$ cat src/rtl/acc_dp_pkg.sv
// Shared constants, ALU operation encoding and strobe priority encoder
// for the accumulator/address datapath.
package acc_dp_pkg;

    localparam int unsigned DEF_AC_W = 8;
    localparam int unsigned DEF_AR_W = 4;

    typedef enum logic [2:0] {
        ALU_NONE = 3'd0,
        ALU_AND  = 3'd1,
        ALU_ADD  = 3'd2,
        ALU_LDA  = 3'd3,
        ALU_CMA  = 3'd4,
        ALU_CIR  = 3'd5,
        ALU_CIL  = 3'd6
    } alu_op_e;

    // Collapse the nominally one-hot strobes; overlaps resolve AND>ADD>LDA>CMA>CIR>CIL.
    function automatic alu_op_e encode_alu_op(
        input logic op_and,
        input logic op_add,
        input logic op_lda,
        input logic op_cma,
        input logic op_cir,
        input logic op_cil
    );
        alu_op_e op;
        op = ALU_NONE;
        if (op_and)      op = ALU_AND;
        else if (op_add) op = ALU_ADD;
        else if (op_lda) op = ALU_LDA;
        else if (op_cma) op = ALU_CMA;
        else if (op_cir) op = ALU_CIR;
        else if (op_cil) op = ALU_CIL;
        return op;
    endfunction

endpackage

$ cat src/rtl/acc_adder_logic.sv
// Combinational adder/logic unit: produces the next AC candidate and the
// adder carry-out from ac, dr, e and cin.
module acc_adder_logic
    import acc_dp_pkg::*;
#(
    parameter int unsigned AC_W = DEF_AC_W
) (
    input  logic [AC_W-1:0] ac,
    input  logic [AC_W-1:0] dr,
    input  logic            e,
    input  logic            cin,
    input  alu_op_e         alu_op,
    output logic [AC_W-1:0] alu_out,
    output logic            cout
);

    localparam int unsigned SUM_W = AC_W + 1;

    logic [AC_W:0] sum;

    assign sum = SUM_W'(ac) + SUM_W'(dr) + SUM_W'(cin);

    // Idle default passes ac through so the AC load path is harmless when unused.
    always_comb begin
        alu_out = ac;
        cout    = 1'b0;
        case (alu_op)
            ALU_AND: alu_out = ac & dr;
            ALU_ADD: begin
                alu_out = sum[AC_W-1:0];
                cout    = sum[AC_W];
            end
            ALU_LDA: alu_out = dr;
            ALU_CMA: alu_out = ~ac;
            ALU_CIR: alu_out = {e, ac[AC_W-1:1]};
            ALU_CIL: alu_out = {ac[AC_W-2:0], e};
            default: alu_out = ac;
        endcase
    end

endmodule

$ cat src/rtl/acc_addr_datapath.sv
// Accumulator-side datapath: AC, AR and E registers around the adder/logic unit.
// Optional build macro ACC_ZERO_FLAG_EN adds the combinational ac_zero output.
module acc_addr_datapath
    import acc_dp_pkg::*;
#(
    parameter int unsigned AC_W = DEF_AC_W,
    parameter int unsigned AR_W = DEF_AR_W
) (
    input  logic            clk,
    input  logic            rst_n,
    input  logic [AC_W-1:0] bus_in,
    input  logic [AC_W-1:0] dr,
    input  logic            cin,
    input  logic            ld_ac,
    input  logic            clr_ac,
    input  logic            inr_ac,
    input  logic            ld_ar,
    input  logic            clr_ar,
    input  logic            inr_ar,
    input  logic            op_and,
    input  logic            op_add,
    input  logic            op_lda,
    input  logic            op_cma,
    input  logic            op_cir,
    input  logic            op_cil,
`ifdef ACC_ZERO_FLAG_EN
    output logic            ac_zero,
`endif
    output logic [AC_W-1:0] ac,
    output logic [AR_W-1:0] ar,
    output logic            e,
    output logic [AC_W-1:0] alu_out,
    output logic            cout
);

    alu_op_e alu_op;

    assign alu_op = encode_alu_op(op_and, op_add, op_lda, op_cma, op_cir, op_cil);

    acc_adder_logic #(
        .AC_W (AC_W)
    ) u_adder_logic (
        .ac      (ac),
        .dr      (dr),
        .e       (e),
        .cin     (cin),
        .alu_op  (alu_op),
        .alu_out (alu_out),
        .cout    (cout)
    );

    // AC and E: clear beats ALU result beats bus load beats increment.
    always_ff @(posedge clk or negedge rst_n) begin
        if (!rst_n) begin
            ac <= '0;
            e  <= 1'b0;
        end else if (clr_ac) begin
            ac <= '0;
        end else if (alu_op != ALU_NONE) begin
            ac <= alu_out;
            case (alu_op)
                ALU_ADD: e <= cout;
                ALU_CIR: e <= ac[0];
                ALU_CIL: e <= ac[AC_W-1];
                default: e <= e;
            endcase
        end else if (ld_ac) begin
            ac <= bus_in;
        end else if (inr_ac) begin
            ac <= ac + AC_W'(1);
        end
    end

    // AR is loaded from the low bits of the bus and runs independently of AC.
    always_ff @(posedge clk or negedge rst_n) begin
        if (!rst_n) begin
            ar <= '0;
        end else if (clr_ar) begin
            ar <= '0;
        end else if (ld_ar) begin
            ar <= bus_in[AR_W-1:0];
        end else if (inr_ar) begin
            ar <= ar + AR_W'(1);
        end
    end

`ifdef ACC_ZERO_FLAG_EN
    assign ac_zero = (ac == '0);
`endif

endmodule

$ cat config.mk
export PLATFORM = sky130hd
export DESIGN_NAME = acc_addr_datapath
export DESIGN_NICKNAME = d
export VERILOG_FILES = /design/src/rtl/acc_dp_pkg.sv /design/src/rtl/acc_adder_logic.sv /design/src/rtl/acc_addr_datapath.sv
export SDC_FILE = /design/constraint.sdc
export NUM_CORES = 1
export LEC_CHECK = 0
export CAP_MARGIN = 30
export CORE_ASPECT_RATIO = 2
export CORE_UTILIZATION = 48
export DETAILED_ROUTE_END_ITERATION = 10
export PLACE_DENSITY = 0.86
export SLEW_MARGIN = 30
export SYNTH_ARGS = -nofsm -noshare
export SYNTH_HDL_FRONTEND = slang
export SYNTH_SLANG_ARGS = --single-unit
$ cat constraint.sdc
create_clock -name clk -period 4 [get_ports clk]
set_clock_uncertainty 0.15 [all_clocks]
set_input_delay 0.8 -clock clk [delete_from_list [all_inputs] [get_ports clk]]
set_output_delay 0.8 -clock clk [all_outputs]
set_load 0.1 [all_outputs]
==> summary.md <==
| Metric | Value |
|---|---|
| Combinational power share | 62.8% |
| Cell Rows | 31 |
| Synthesized area | 1788 µm² |
| Crit path cell chain | dlygate4sd2_1 -> fa_2 -> inv_2 -> fa_2 -> buf_4 -> nand2b_1 -> a32oi_1 -> nor2_1 -> or4_4 -> o21a_1 -> buf_12 |
| # nets final | 326 |
| Die Y | 88.31 µm |
| WP data required | 3.05 ns |
| GRT Overall Usage | between 30% and 40% |
| Final setup fails | 0 |
| Endpoint class of the critical path | output pin |
| Grt total ovfl | 0 |
| Worst slew pin tran | 0.9872 ns |
| Clock buffer count from CTS | 3 |
| # DRC | 0 |
| Critical path peak fanout | 3 |
| Num ports | 53 |
| Worst EP arrival | 3.01 ns |
| VDD IR-drop max | 0.2459 mV |
| Fill count | about 270 |
| Initial Util | 50.11% |
| H-Tree Depth | 1 |
| Initial DRC count | 124 |
| Largest net degree at the start of global routing | 16 |
| WL/cell | 17.98 µm |
| Count of state elements after synthesis | 13 |
| Warnings, synthesis | 0 |
| WS Path Type | in2out |
| Sw power | 0.0003866 W |
| Final Hold Fails | 0 |
| Async set or reset register ratio after synthesis | 100.0% |
| Clock Path Buffers | 2 |
| Worst path most repeated cell | fa_2 |
| Die area | 3988 µm² |
| Area occupied by multi-input gates | 1394 µm² |
| Storage cell area | 327.8 µm² |
| Most frequent cells in the layout | clkdlybuf4s50_1, buf_4, nor2_1, nand2_1, a21oi_1 |
| Tcrit/Tclk final | 98.98% |
| Clock Sink Count | 13 |
| Max Freq | 0.2526 GHz |
| PortBufs | between 50 and 60 |
| Slew headroom | 33.98% |
| Max Slew Vio Count | 0 |
| Number of global-route vias before repair | 2084 |
| Initial antenna violation count | 0 |
| Setup TNS | 0 ns |
| Switching portion of total power | 49.11% |
| Mapped Nets | around 270 |
| Area leader, netlist | dfrtp_1 |
| Detailed Place HPWL | 4499 µm |
| Synth Instances | 222 |
| Cell internal pwr | 0.0004007 W |
| Crit path max-delay cell type | or4_4 |
| Die width | 45.16 µm |
| Final ANT Viol Nets | 0 |
| Register area share after synthesis | 18.19% |
| Layout cells sized above 1 | 22.70% |
| First-pass GRT wire length | 9294 µm |
| Core area | 3568 µm² |
| CTS tree | yes |
| Final WL | 5951 µm |
| Hold crit path type | reg2reg |
| Clock Root Buffer | clkbuf_8 |
| Flop pwr share | 21.6% |
| Placed insts | 326 |
| Final core occ | 73.42% |
| CP peak stage delay | 0.48 ns |
| Pwr/cell area | ~300 nW/µm² |
| Area growth from synthesis to layout | 46.54% |
| GPL Wtd Cong | 0.9486 |
| Post-synth cell types | between 60 and 70 |
| Max-Cap Viols | 0 |
| Post-synth top flop | dfrtp_1 |
| Syn Area/Cell | about 8 µm² |
| Clock-pin transition on the worst setup and hold timing paths | approximately 0.060 ns |
| DR vias/cell | 6.299 |
| Ant diodes | 0 |
| EDFF count, synth | 0 |
| Status | complete, no violations |
| Area contributors post-synth | dfrtp_1, ha_1, nor2_1 |
| Crit path time final | 3.959 ns |
| First-pass DRT Iterations | 5 |
| LEAKAGE | 1.082 nW |
| Clk network pwr share | approximately 16% |
| Vias | 2085 |
| Startpoint class of the critical path | input port |
| Unrepaired setup endpoints after global routing | false |
| Synth top area share | a little under a fifth |
| Leading cell type in the layout, fill and taps excluded | clkdlybuf4s50_1 |
| Latest clock arrival within the worst-skew pair | 0.25 ns |
| Finished Layout Cells | ~330 |
-- per-stage QoR --
step / total power, W / area [µm²] / setup slack, ns / hold WS (ns)
floorplan: 0.0004815 / 1822 / 0.1075 / 0.3544
global placement: 0.0006461 / 2536 / -0.1690 / 0.4216
detailed placement: 0.0006501 / 2536 / -0.1853 / 0.4176
CTS: 0.0007738 / 2599 / 0.01964 / 0.4302
global route: 0.0008142 / 2620 / 0.009271 / 0.4421
finish: 0.0007873 / 2620 / 0.04085 / 0.4347
-- power groups by stage --
stage	clock, W	sequential, W	combinational [W]
6_report	0.000123	0.000170	0.000494
5_1_grt	0.000125	0.000171	0.000518
4_1_cts	0.000120	0.000169	0.000485
3_5_place_dp	0	0.000171	0.000479
3_3_place_gp	0	0.000170	0.000476
2_1_floorplan	0	0.000243	0.000238
-- per-layer routing --
| metal | track usage [%] | share of wire, % | up-vias | routed length, µm |
|---|---|---|---|---|
| met5 | 0 | 0 | - | 0 |
| met4 | 18.73 | 4.3 | 0 | 254 |
| met3 | 1.633 | 6.9 | 24 | 408 |
| met2 | 58.50 | 56 | 148 | 3349 |
| met1 | 32.48 | 33 | 967 | 1939 |
| li1 | - | - | 946 | - |
-- logic make-up after synthesis --
family                     count (synthesis)  share of synthesized area [%]
AOI/OAI and AO/OA                         74                          30.30
xor gates and xnor gates                  12                          5.879
adders and majority gates                 12                          9.237
buffers and inverters                     24                          7.488
DFF                                       13                          18.19
muxes                                      4                          2.239
and+or+nand+nor                           83                          26.66
-- final timing paths --
kind	slack, ns	startpoint	cells after the start	end
max reg2reg	1.40	ac[0]	11	ac[4]
min reg2reg	0.43	e	1	e
min in group asynchronous	0.79	rst_n	1	e
max	0.04	dr[0]	11	alu_out[2]
min	0.43	e	1	e
max in group asynchronous	2.47	rst_n	1	ac[0]
-- cell usage after synthesis (2+ instances only) --
cell type,n
o21a_1,2
and2_1,2
a221oi_1,3
o31a_1,2
nand2b_1,3
nand3_1,5
a32oi_1,2
o211ai_1,4
a22o_1,3
xor2_1,9
a21oi_1,17
inv_1,7
nand2_1,17
o31ai_1,5
mux2i_1,4
buf_6,5
a211oi_1,8
nor2b_1,8
a22oi_1,2
and3_1,3
buf_2,2
ha_1,10
nor3b_1,2
xnor2_1,3
nand4_1,4
nor2_1,24
fa_1,2
o311a_1,2
clkbuf_1,9
o21ai_0,9
a211o_1,2
dfrtp_1,13
-- critical path, delay by kind of cell --
kind,cells,cell delay (ns)
AND/OR/NAND/NOR,3,0.59
AO/OA/AOI/OAI,2,0.37
adder cells (fa/ha/maj),2,0.62
buffers and inverters,4,0.61
-- sequential cells by signal, indices dropped and copies added (netlist names) --
name  count
e         1
ar        4
ac        8
-- repair_timing --
action,CTS,global route
pin swaps,3,2
resized for setup,6,7
setup endpoints to repair,7,3
setup buffers,1,0
hold buffers,0,0
-- layout make-up --
class | count | area share [%]
clock buffers | 4 | 1.719
repair buffers | 73 | 29.23
inverters | 7 | 1.003
flip-flops and latches | 13 | 12.51
multi-input cells | 185 | 53.20
well taps | 49 | 2.340
Power figures use the tool's default switching activity.
